## src/rtl/restoring_divider_16bits.sv

```systemverilog
// 16-bit unsigned restoring divider: one quotient bit per cycle, 16 iterations.
// Divide-by-zero short-circuits straight to DONE with saturated quotient.
module restoring_divider_16bits (
    input  logic        clk,
    input  logic        rst_n,
    input  logic        start,
    input  logic [15:0] dividend,
    input  logic [15:0] divisor,
    output logic [15:0] quotient,
    output logic [15:0] remainder,
    output logic        busy,
    output logic        done,
    output logic        div_by_zero
);

    typedef enum logic [1:0] {StIdle, StRun, StDone} state_e;

    state_e      state_q, state_d;
    logic [15:0] q_q;
    logic [15:0] d_q;
    logic [16:0] r_q;
    logic [4:0]  cnt_q;
    logic [15:0] quot_q;
    logic [15:0] rem_q;
    logic        dbz_q;

    logic [16:0] r_shift;
    logic [16:0] t;
    logic [16:0] r_next;
    logic [15:0] q_next;
    logic        last_iter;
    logic        unused_r_msb;

    // R stays below D, so its top bit is never set between iterations.
    assign unused_r_msb = r_q[16];

    always_comb begin
        r_shift = {r_q[15:0], q_q[15]};
        t       = r_shift + ~{1'b0, d_q} + 17'd1;
        r_next  = r_shift;
        q_next  = {q_q[14:0], 1'b0};
        if (!t[16]) begin
            r_next = t;
            q_next = {q_q[14:0], 1'b1};
        end
    end

    assign last_iter = (cnt_q == 5'd15);

    always_comb begin
        state_d = state_q;
        case (state_q)
            StIdle: begin
                if (start) begin
                    state_d = (divisor != 16'd0) ? StRun : StDone;
                end
            end
            StRun: begin
                if (last_iter) begin
                    state_d = StDone;
                end
            end
            StDone:  state_d = StIdle;
            default: state_d = StIdle;
        endcase
    end

    always_ff @(posedge clk) begin
        if (!rst_n) begin
            state_q <= StIdle;
            q_q     <= 16'd0;
            d_q     <= 16'd0;
            r_q     <= 17'd0;
            cnt_q   <= 5'd0;
            quot_q  <= 16'd0;
            rem_q   <= 16'd0;
            dbz_q   <= 1'b0;
        end else begin
            state_q <= state_d;
            case (state_q)
                StIdle: begin
                    if (start) begin
                        q_q   <= dividend;
                        d_q   <= divisor;
                        r_q   <= 17'd0;
                        cnt_q <= 5'd0;
                        if (divisor == 16'd0) begin
                            quot_q <= 16'hFFFF;
                            rem_q  <= dividend;
                            dbz_q  <= 1'b1;
                        end
                    end
                end
                StRun: begin
                    q_q   <= q_next;
                    r_q   <= r_next;
                    cnt_q <= cnt_q + 5'd1;
                    if (last_iter) begin
                        quot_q <= q_next;
                        rem_q  <= r_next[15:0];
                        dbz_q  <= 1'b0;
                    end
                end
                default: ;
            endcase
        end
    end

    assign quotient    = quot_q;
    assign remainder   = rem_q;
    assign div_by_zero = dbz_q;
    assign busy        = (state_q == StRun);
    assign done        = (state_q == StDone);

endmodule

```

## config.mk

```make
export PLATFORM = sky130hd
export DESIGN_NAME = restoring_divider_16bits
export DESIGN_NICKNAME = d
export VERILOG_FILES = /design/src/rtl/restoring_divider_16bits.sv
export SDC_FILE = /design/constraint.sdc
export NUM_CORES = 1
export LEC_CHECK = 0
export CELL_PAD_IN_SITES_DETAIL_PLACEMENT = 0
export CELL_PAD_IN_SITES_GLOBAL_PLACEMENT = 1
export CORE_ASPECT_RATIO = 0.5
export CORE_MARGIN = 3
export CORE_UTILIZATION = 43
export DETAILED_ROUTE_END_ITERATION = 8
export PLACE_DENSITY_LB_ADDON = 0.08
export SLEW_MARGIN = 10
export SYNTH_ARGS = -nofsm -noshare
export SYNTH_HDL_FRONTEND = slang
export SYNTH_SLANG_ARGS = --single-unit
```

## constraint.sdc

```tcl
create_clock -name clk -period 8.1 [get_ports clk]
set_input_delay 0.81 -clock clk [delete_from_list [all_inputs] [get_ports clk]]
set_output_delay 0.81 -clock clk [all_outputs]
set_load 0.005 [all_outputs]
```

### After elaboration in Yosys (flattened, before gate mapping)

Cells that the tools add are included.

* bits in registers: 88
* latch bits: 0
* memory bits (writable): 0
* memory bits (read-only): 0
* word-level logic and storage cells: 50
* memories kept: 0

* $add $sub $neg: 3
* $mul: 0
* div/mod/pow operators: 0
* order comparisons: 0
* eq/ne operators: 6
* shifts and indexed selects: 0
* multiplexer cells: 24
* bitwise gates (word level): 1
* reductions and logical operators: 8

Operator list (count)
* 16-bit 2-to-1 mux: 9
* 16-bit case mux with 2 select lines: 4
* 17-bit by 1-bit adder with 17-bit output, second input constant: 1
* 17-bit adder: 1
* 16-bit inverter with 17-bit output: 1
* 16-bit logical NOT: 1
* 16-bit nonzero test: 1
* 5-bit case mux with 2 select lines: 1
* 2-bit 2-to-1 mux: 3
* 2-bit AND reduction: 3
* 5-bit by 1-bit adder with 5-bit output, second input constant: 1
* 5-bit by 4-bit equality test with 1-bit output, second input constant: 1
* 5-bit 2-to-1 mux: 1
* 1-bit 2-to-1 mux: 4
* 2-bit inequality test, second input constant: 2
* 2-bit case mux with 2 select lines: 1
* 4-bit AND reduction: 1
* 2-bit by 1-bit equality test with 1-bit output, second input constant: 1
* 2-bit equality test, second input constant: 1
* 2-bit logical NOT: 1
* 2-bit by 1-bit inequality test with 1-bit output, second input constant: 1
* 1-bit case mux with 2 select lines: 1
* 2-bit nonzero test: 1

### Longest topological paths before layout

* word-level depth: 6
* mapped depth: 13

### Worst setup path after synthesis

Ideal clock, no wire load.

* path type: register to register
* from: register q_q[15]
* to: register r_q[11]
* setup time: 74 ps
* arrival: 2592 ps
* required time: 8026 ps
* slack: 5434 ps
* stages on the path, launching flop included: 12
* period minus slack after synthesis: 2666 ps
* path through: dfxtp_1 -> inv_1 -> ha_1 -> fa_1 -> nor2b_1 -> o31ai_2 -> a211oi_4 -> or3_1 -> buf_6 -> nand2_4 -> or4_1 -> a31oi_1

* cells in the longest elaborated chain, start to end: 4

RTL lines
* from (decl): RTL line 19 `logic [15:0] q_q;`
* from (signal assigned): RTL line 83 `q_q <= dividend;`
* from (signal assigned): RTL line 95 `q_q <= q_next;`
* 17-bit adder: RTL line 39 `t = r_shift + ~{1'b0, d_q} + 17'd1;`
* 17-bit by 1-bit adder with 17-bit output: RTL line 39
* 16-bit 2-to-1 mux: RTL line 42 `if (!t[16]) begin`
* 16-bit case mux with 2 select lines: RTL line 80 `case (state_q)`
* to (signal assigned): RTL line 96 `r_q <= r_next;`
* to (decl): RTL line 21 `logic [16:0] r_q;`

Every way passes these cells.
A chain may end at the register's enable or synchronous reset.

### Worst setup path in the final report

* from: input divisor[7]
* to: register rem_q[10], in the netlist remainder[10]

* cells in the longest elaborated chain, start to end: 3

RTL lines
* from (decl): RTL line 8 `input logic [15:0] divisor,`
* 16-bit logical NOT: RTL line 87 `if (divisor == 16'd0) begin`
* 2-bit inequality test (no line)
* 4-bit AND reduction (no line)
* to (signal assigned): RTL line 89 `rem_q <= dividend;`
* to (signal assigned): RTL line 100 `rem_q <= r_next[15:0];`
* to (decl): RTL line 24 `logic [15:0] rem_q;`

Every way passes these cells.

==> impl_summary.log <==
INFO  metric status = complete, no violations
INFO  metric min_period_over_period = 43.7%
INFO  metric cp_startpoint_kind = input port
INFO  metric track_usage = 23.6%
INFO  metric synthArstFlopShare = 0%
INFO  metric yosys.cell_types.count = 70
INFO  metric power_per_cell_area = 339 nW/um2
INFO  metric critPathMaxFanout = 17
INFO  metric wl_met1 = 7580 um
INFO  metric synth_edf_count = 0
INFO  metric post_synth_instance_area = 4650 um2
INFO  metric portBuffers = a little under 70
INFO  metric placeable_core_region = 10,400 um2
INFO  metric wirelength = 14,300 um
INFO  metric worstMarginPinSlew = 1.07 ns
INFO  metric post-place-ws = 4.26 ns
INFO  metric post-route-min-period = 3.54 ns
INFO  metric met3_wirelength = 1020 um
INFO  metric drive_above_1_share = 5.75%
INFO  metric place.gp.congestion = 0.868
INFO  metric synth.avg_cell_area = 7.84 um2
INFO  metric synth_nets = 647
INFO  metric setup_tns = 0 ns
INFO  metric maxCapViolations = 0
INFO  metric yosys.area.top_type_share = 37.9%
INFO  metric worst-setup-path-type = in -> reg
INFO  metric timing.critical_path.to_type = flip-flop
INFO  metric switching_share = 42.4%
INFO  metric insertedDiodeCount = 0
INFO  metric synthesis.yosys.warnings = 0
INFO  metric cell_internal_pwr = 1.12 mW
INFO  metric whs = approximately 0.46 ns
INFO  metric power_frac_clock = 24.9%
INFO  metric yosys_register_bits = 88
INFO  metric routed_wirelength_normalized_by_instance_count = 18.2 um
INFO  metric clock_pin_transition_on_the_worst_setup_and_hold_timing_paths = 0.07 ns
INFO  metric synthToLayoutAreaGrowth = 23.2%
INFO  metric ant_nets = 0
INFO  metric clkLatencyLatePin = 0.34 ns
INFO  metric cellLeakagePower = 2.11 nW
INFO  metric p_seq_share = 26.9%
INFO  metric layout.cell_area.non_filler = 5730 um2
INFO  metric first_iter_violations = around 420
INFO  metric rows = 26
INFO  metric final_nets = 694
INFO  metric slew_violations = 0
INFO  metric dr_wl_met2 = 5520 um
INFO  metric cts.sinks = 88
INFO  metric synth_most_common_cell = sky130_fd_sc_hd__dfxtp_1
INFO  metric synth-seq-area-share = between 30% and 40%
INFO  metric post_cts_setup_buffer_count = 0
INFO  metric detail_route.vias_per_cell = between 5 and 6
INFO  metric netlist_top_cells_area = sky130_fd_sc_hd__dfxtp_1 (38%), sky130_fd_sc_hd__a21oi_1 (5.8%), sky130_fd_sc_hd__nor2_1 (5.4%), sky130_fd_sc_hd__nand2_1 (5.2%), sky130_fd_sc_hd__ha_1 (4.8%)
INFO  metric grt_remaining_overflow = 0
INFO  metric setup_viol_count_final = 0
INFO  metric num_io_pins = 70
INFO  metric pwr-share-comb = 48.2%
INFO  metric overall_power_of_the_completed_layout = a little under 2 mW
INFO  metric htree_num_levels = 3
INFO  metric synth_flop_cell = sky130_fd_sc_hd__dfxtp_1
INFO  metric vdd_ir_drop_max = 0.000146 V
INFO  metric slew_headroom = 28.7%
INFO  metric fmax = between 0.2 and 0.3 GHz
INFO  metric tritoncts = built
INFO  metric area_enclosed_by_the_die_boundary = between 10,000 and 15,000 um2
INFO  metric grt_start_max_net_pins = 56
INFO  metric die_h = 79.5 um
INFO  metric drt_drc_violations_left = 0
INFO  metric detail_route.first_pass.iterations = 4
INFO  metric hold_viol_final = 0
INFO  metric post_cts.resized_instances = 0
INFO  metric yosysTopAreaCell = sky130_fd_sc_hd__dfxtp_1
INFO  metric clock_tree.root_cell = sky130_fd_sc_hd__clkbuf_16
INFO  metric cp.arrival = 3.83 ns
INFO  metric required = 8.38 ns
INFO  metric min_path_type = reg -> reg
INFO  metric dr.max_layer_used = met4
INFO  metric placed_area = 5390 um2
INFO  metric global_route_wire_length_before_repair = 22,800 um
INFO  metric setup_slack_of_the_critical_path_after_layout = 4.56 ns
INFO  metric hpwlAfterDp = about 10,000 um
INFO  metric die_x = between 150 and 200 um
INFO  metric fillerInstances = 1,006
INFO  metric max-clock-path-buffers = 2
INFO  metric antenna_violations_before_repair = 0
INFO  metric grt_setup_unrepaired = false
INFO  metric worst_clock_skew = 0.00722 ns
INFO  metric routed-via-count = 4,553
INFO  metric numCtsBuffers = 9
INFO  metric syn-instance-count = 593
INFO  metric initial_core_util = 44.8%
INFO  metric grt_pass1_vias = 4,160
INFO  metric cts_hold_buffers = 0
INFO  metric synth_common_cells = sky130_fd_sc_hd__dfxtp_1 (88), sky130_fd_sc_hd__nor2_1 (67), sky130_fd_sc_hd__nand2_1 (65)
INFO  metric switchingPower = 824 uW
## registers in the layout, indices dropped and copies added (netlist names)
name	cells
quotient	16
d_q	16
cnt_q	5
state_q	2
r_q	16
q_q	16
div_by_zero	1
remainder	16
## stage by stage
step,std cells,utilization (%)
global route,784,55.2
global placement,769,51.9
CTS,784,55.2
finish,784,55.2
detailed placement,769,51.9
floorplan,593,-
## power groups by stage
stage | clock [mW] | sequential, mW | combinational (mW)
global placement | 0 | 0.528 | 0.911
CTS | 0.490 | 0.520 | 0.917
detailed placement | 0 | 0.529 | 0.910
finish | 0.484 | 0.523 | 0.935
floorplan | 0 | 0.508 | 0.743
global route | 0.508 | 0.527 | 1.03
## worst paths after layout
path               from             to  slack, ns  cells past startpoint
max          divisor[7]  remainder[10]       4.56                      9
min              d_q[8]         d_q[8]       0.46                      2
max reg2reg     q_q[15]         r_q[6]       4.58                     10
min reg2reg      d_q[8]         d_q[8]       0.46                      2
## per-layer routing
| metal | up-vias | GRT usage, % |
|---|---|---|
| met4 | 0 | 5.16 |
| met2 | 168 | 33.2 |
| li1 | 2244 | - |
| met3 | 13 | 4.98 |
| met5 | - | 0 |
| met1 | 2128 | 36.2 |
## cells by family after synthesis
| group | synth area share, % |
|---|---|
| and+or+nand+nor | 23.7 |
| adders and majority gates | 5.28 |
| DFF | 37.9 |
| buffers and inverters | 5.84 |
| xor gates and xnor gates | 1.32 |
| muxes | 0.458 |
| AOI/OAI and AO/OA | 25.5 |
## cell usage in the layout, fill, tap and decap left out, types with 5 or more instances in the layout
cell	n
sky130_fd_sc_hd__dfxtp_1	88
sky130_fd_sc_hd__clkdlybuf4s50_1	69
sky130_fd_sc_hd__nor2_1	67
sky130_fd_sc_hd__nand2_1	65
sky130_fd_sc_hd__a21oi_1	53
sky130_fd_sc_hd__nor3_1	34
sky130_fd_sc_hd__o21ai_0	32
sky130_fd_sc_hd__inv_1	27
sky130_fd_sc_hd__a31oi_1	18
sky130_fd_sc_hd__ha_1	18
sky130_fd_sc_hd__nand3_1	16
sky130_fd_sc_hd__o221ai_1	14
sky130_fd_sc_hd__nor4_1	10
sky130_fd_sc_hd__clkbuf_16	9
sky130_fd_sc_hd__a21o_1	8
sky130_fd_sc_hd__o21a_1	7
sky130_fd_sc_hd__and3_1	6
sky130_fd_sc_hd__nand4_1	5
sky130_fd_sc_hd__a22oi_1	5
## area by class of cell
cell class	count	area (um2)	area share (%)
Inverter	29	109	1.90
Clock inverter	6	115	2.01
Multi-Input combinational cell	439	2620	45.7
Timing Repair Buffer	73	721	12.6
Sequential cell	88	1760	30.8
Clock buffer	9	225	3.93
Tap cell	140	175	3.06
## critical path, cell delays in order
cell                              delay (ns)
sky130_fd_sc_hd__clkdlybuf4s50_1        0.43
sky130_fd_sc_hd__nor4_1                 0.42
sky130_fd_sc_hd__and4_1                 0.39
sky130_fd_sc_hd__nand3_1                0.36
sky130_fd_sc_hd__a21oi_2                0.58
sky130_fd_sc_hd__buf_4                  0.33
sky130_fd_sc_hd__nand3_1                0.09
sky130_fd_sc_hd__o21ai_0                0.25
sky130_fd_sc_hd__o21a_1                 0.16
No activity file was read; power rests on OpenSTA's default activity.
==> edit 1: new RTL, same flow settings <==
Re-encode `state_e` (3 states) as one-hot, 3 bits wide.
--- a/src/rtl/restoring_divider_16bits.sv
+++ b/src/rtl/restoring_divider_16bits.sv
@@ -15,3 +15,3 @@
 
-    typedef enum logic [1:0] {StIdle, StRun, StDone} state_e;
+    typedef enum logic [2:0] {StIdle = 3'b001, StRun = 3'b010, StDone = 3'b100} state_e;
 
Check against the original RTL: same outputs for any inputs over 10 cycles, from zero or initial values and one cycle with rst_n low; not proved beyond that.
==> edit 1 against the original RTL <==
- final area decreased by 2.2%
- worst setup slack better by 0.28 ns
- wire length down 17%
- sequential cell count up 1
- clock skew is 0.0021 ns higher
- fmax increased by 8.6%
- via count down 11%
- area after synthesis down 2.0%
Power is not compared: it rests on default switching activity, and its combinational part moved more than twofold at a synthesized area within 25%.
==> edit 1: results (changes against the original RTL) <==
metric	value	unit	change
crit-path max cell delay	0.99	ns	+0.41 ns
setup bufs post-CTS	0		unchanged
Worst Hold Path Cells	2		unchanged
largest net degree at the start of global routing	83		+48%
HP Start	d_q[11]		
actual slew at the worst max-slew pin	1.14	ns	+0.0706 ns
dpl ws	4.59	ns	+0.330 ns
register area share after synthesis	39.1	%	+1.2 points
Peak VDD IR	0.132	mV	
Min-Delay Endpoint	d_q[11]		
global-route wire length before repair	19100	um	-16%
top post-synthesis cells by count	dfxtp_1 (89), nand2_1 (81), o21ai_0 (33)		
initial antenna violation count	0		unchanged
port bufs	69		unchanged
Final Setup Violations	0		unchanged
Worst R2R End	remainder[0]		
Async SR Flop Fraction	0	%	unchanged
diode count	0		unchanged
DRT iter0 DRCs	313		-25%
status	finished clean		
Worst Skew	0.00936	ns	+0.00214 ns
layout cells sized above 1	6.19	%	+0.44 points
crit-path max FO	33		+16
GRT Overall Usage	20.2	%	-3.3 points
WP data arrival	3.53	ns	-0.30 ns
yosys warns	0		unchanged
r2r worst-path depth	8		-2
reg2reg setup slack	4.86	ns	+0.28 ns
vias in the first global route	3634		-13%
Max Buffers Root-to-Sink	2		unchanged
hold buffers post-CTS	0		unchanged
post-synth net total	597		-7.7%
CTS buffer count	9		unchanged
reg-to-reg critical path startpoint	cnt_q[0]		
Hold Crit Class	reg2reg		
nets	647		-6.8%
Clock transition at path regs	0.07	ns	about the same
vias per std cell	5.53		-4.8%
fill cell count	937		-6.9%
GPL Wtd Cong	0.815		-6.1%
slowest CP cell	o21a_1		
dominant cells by area after synthesis	dfxtp_1 (39%), nand2_1 (6.7%), ha_1 (4.9%)		
Routed WL	11900	um	-17%
H-tree lvl count	3		unchanged
Synth cell types	55		-21%
clk_lat worst skew	0.34	ns	about the same
clock root buffer	clkbuf_16		
leakage power	2.02	nW	
post_cts resized	0		unchanged
detailed placement HPWL	8340	um	-17%
Initial DRT Pass Iterations	7		+3
==> edit 1: per-layer routing <==
metal  track usage, %  vias up  share of wire, %
met5                0        -                 0
met4             3.23        0              0.37
met3             4.90        6               6.8
met2             28.7      122                40
met1             31.2     1882                53
li1                 -     2044                 -
==> edit 1: how the worst max path moves through the flow <==
stage	from	end	slack (ns)
2_1_floorplan	q_q[15]	r_q[13]	5.59
3_3_place_gp	start	remainder[0]	4.65
3_5_place_dp	divisor[10]	remainder[0]	4.59
4_1_cts	state_q[0]	remainder[15]	4.79
5_1_grt	start	remainder[0]	4.62
6_report	start	remainder[0]	4.84
==> edit 1: final cells by class <==
cell class	instances	area (sq um)	area share, %
Timing Repair Buffer	72	708	12.6
Sequential cell	89	1780	31.8
Multi-Input combinational cell	398	2560	45.8
Clock buffer	9	225	4.02
Clock inverter	7	65.1	1.16
Inverter	23	86.3	1.54
Tap cell	135	169	3.02
==> edit 1: cell families after synthesis <==
group | after synthesis | synth area share [%]
buf+inv | 56 | 4.89
compound gates | 139 | 21.4
flops | 89 | 39.1
mux | 17 | 3.93
xor+xnor | 11 | 2.53
simple gates | 212 | 22.7
fa+ha+maj | 19 | 5.38
==> edit 1: report_power, final <==
group | internal (mW) | leakage [nW] | switching, mW
clock network | 0.216 | 0.141 | 0.194
logic | 0.0845 | 1.16 | 0.104
registers | 0.452 | 0.722 | 0.0109
==> edit 1: worst max-delay path: cells and delay by family <==
kind | cells | cell delay (ns)
AOI/OAI and AO/OA | 4 | 2.12
buffers and inverters | 1 | 0.46
and+or+nand+nor | 1 | 0.14
==> edit 1: through the flow <==
stage	utilization, %	cell area (sq um)	cells	hold WS (ns)
2_1_floorplan	-	4560	543	0.423
3_3_place_gp	53.8	5300	717	0.449
3_5_place_dp	53.8	5300	717	0.453
4_1_cts	56.8	5590	733	0.469
5_1_grt	56.8	5600	733	0.487
6_report	56.8	5600	733	0.467
==> edit 2: new RTL, same flow settings <==
Made on the original files. Reset style: asynchronous (`rst_n`), changed in one clocked block.
--- a/src/rtl/restoring_divider_16bits.sv
+++ b/src/rtl/restoring_divider_16bits.sv
@@ -67,3 +67,3 @@
 
-    always_ff @(posedge clk) begin
+    always_ff @(posedge clk or negedge rst_n) begin
         if (!rst_n) begin
Formal check against the unedited RTL: differs if rst_n is asserted again (counterexample within 4 cycles, from zero or initial values and one cycle with rst_n low); with rst_n held inactive, the same outputs for 10 cycles.
==> edit 2 against the original RTL <==
- global-route usage shrank 3.1 points
- sequential cell count stayed put
- sequential power up 59%
- worst hold slack worse by 0.099 ns
- wire length decreased by 15%
- first-iteration DRC count fell by 34%
- power is 52% higher
- worst setup slack lost 0.093 ns
- final area grew 1.5%
- fmax shrank 2.6%
- area after synthesis up 1.7%
- count of clock-buffer cells in the layout grew 1
- clock power is 12% lower
==> edit 2: results (changes against the original RTL) <==
metric	value	unit	change
status	finished clean		
global-route wire length before repair	19900	um	-13%
leakage power	2.54	nW	+20%
detailed placement HPWL	8530	um	-15%
non-filler instance count after layout	721		-8.0%
DRT iter0 DRCs	276		-34%
placed inst area	5510	sq um	+2.3%
# placed instances	705		-8.3%
syn avg cell area	9.07	sq um	+16%
H-tree lvl count	3		unchanged
Peak VDD IR	0.225	mV	+53%
vias per std cell	5.40		-7.1%
setup bufs post-CTS	0		unchanged
reg2reg setup slack	4.80	ns	+0.22 ns
dpl ws	4.08	ns	-0.184 ns
clk_lat worst skew	0.34	ns	about the same
Worst R2R End	remainder[10]		
GPL Wtd Cong	0.824		-5.1%
multi-input logic area	2310	sq um	-12%
largest net degree at the start of global routing	66		+18%
nets	630		-9.2%
GRT Overall Usage	20.5	%	-3.1 points
post-DR wirelength/cell	16.8	um	-7.5%
top post-synthesis cells by count	dfrtp_1 (88), nand2_1 (55), o21ai_0 (50)		
Hold Crit Class	in2async		
post-synth net total	575		-11%
layout cells sized above 1	6.02	%	+0.28 points
Synth cell types	51		-27%
initial antenna violation count	0		unchanged
Async SR Flop Fraction	100	%	+100 points
register area share after synthesis	46.6	%	+8.7 points
dominant cells by area after synthesis	dfrtp_1 (47%), o21ai_0 (5.3%), ha_1 (4.8%)		
crit-path max FO	34		+17
Slew headroom	34.4	%	+5.7 points
period utilization	44.9	%	+1.2 points
fill cell count	961		-4.5%
Setup crit start	start		
total gr overflow	0		unchanged
vias in the first global route	3713		-11%
reg-to-reg critical path startpoint	q_q[15]		
Worst Skew	0.00685	ns	-0.000373 ns
WP data arrival	3.86	ns	+0.03 ns
edit 2: worst min-delay path by stage:
stage	start	to	slack, ns	depth (start not counted)
floorplan	cnt_q[3]	cnt_q[3]	0.45	1
global placement	div_by_zero	div_by_zero	0.47	2
detailed placement	div_by_zero	div_by_zero	0.46	2
CTS	rst_n	quotient[12]	0.37	1
global route	rst_n	quotient[8]	0.38	1
finish	rst_n	quotient[7]	0.36	1
edit 2: power by group:
group | switching [mW] | internal [mW] | total (mW)
clock network | 0.177 | 0.249 | 0.426
registers | 0.164 | 0.665 | 0.830
logic | 0.933 | 0.754 | 1.69
total | 1.27 | 1.67 | 2.94
edit 2: final cells by class:
| class | count | share of cell area (%) |
|---|---|---|
| Timing Repair Buffer | 75 | 12.6 |
| Tap cell | 140 | 3.01 |
| Inverter | 22 | 1.42 |
| Sequential cell | 88 | 37.9 |
| Clock buffer | 10 | 4.11 |
| Multi-Input combinational cell | 380 | 39.8 |
| Clock inverter | 6 | 1.14 |
edit 2: worst max-delay path, cell delays in order:
cell and delay, ns:
clkdlybuf4s50_1 0.72, nor2b_1 0.29, nor2b_2 0.18, buf_4 0.25
a21oi_2 0.14, buf_4 0.31, inv_1 0.49, and3_1 0.39
a221o_1 0.26
edit 2: kinds of logic after synthesis:
| group | Yosys count | synth area share, % |
|---|---|---|
| and+or+nand+nor | 178 | 17.7 |
| AOI/OAI and AO/OA | 154 | 19.5 |
| DFF | 88 | 46.6 |
| buffers and inverters | 53 | 4.68 |
| adders and majority gates | 19 | 5.19 |
| muxes | 16 | 3.49 |
| xor gates and xnor gates | 13 | 2.81 |
edit 2: metal layers:
layer	wire length [um]	global-route usage, %	vias to the layer above
met2	4980	29.3	114
met1	6340	31.7	1837
met3	765	4.31	2
met5	0	0	-
met4	38	3.96	0
li1	-	-	1938
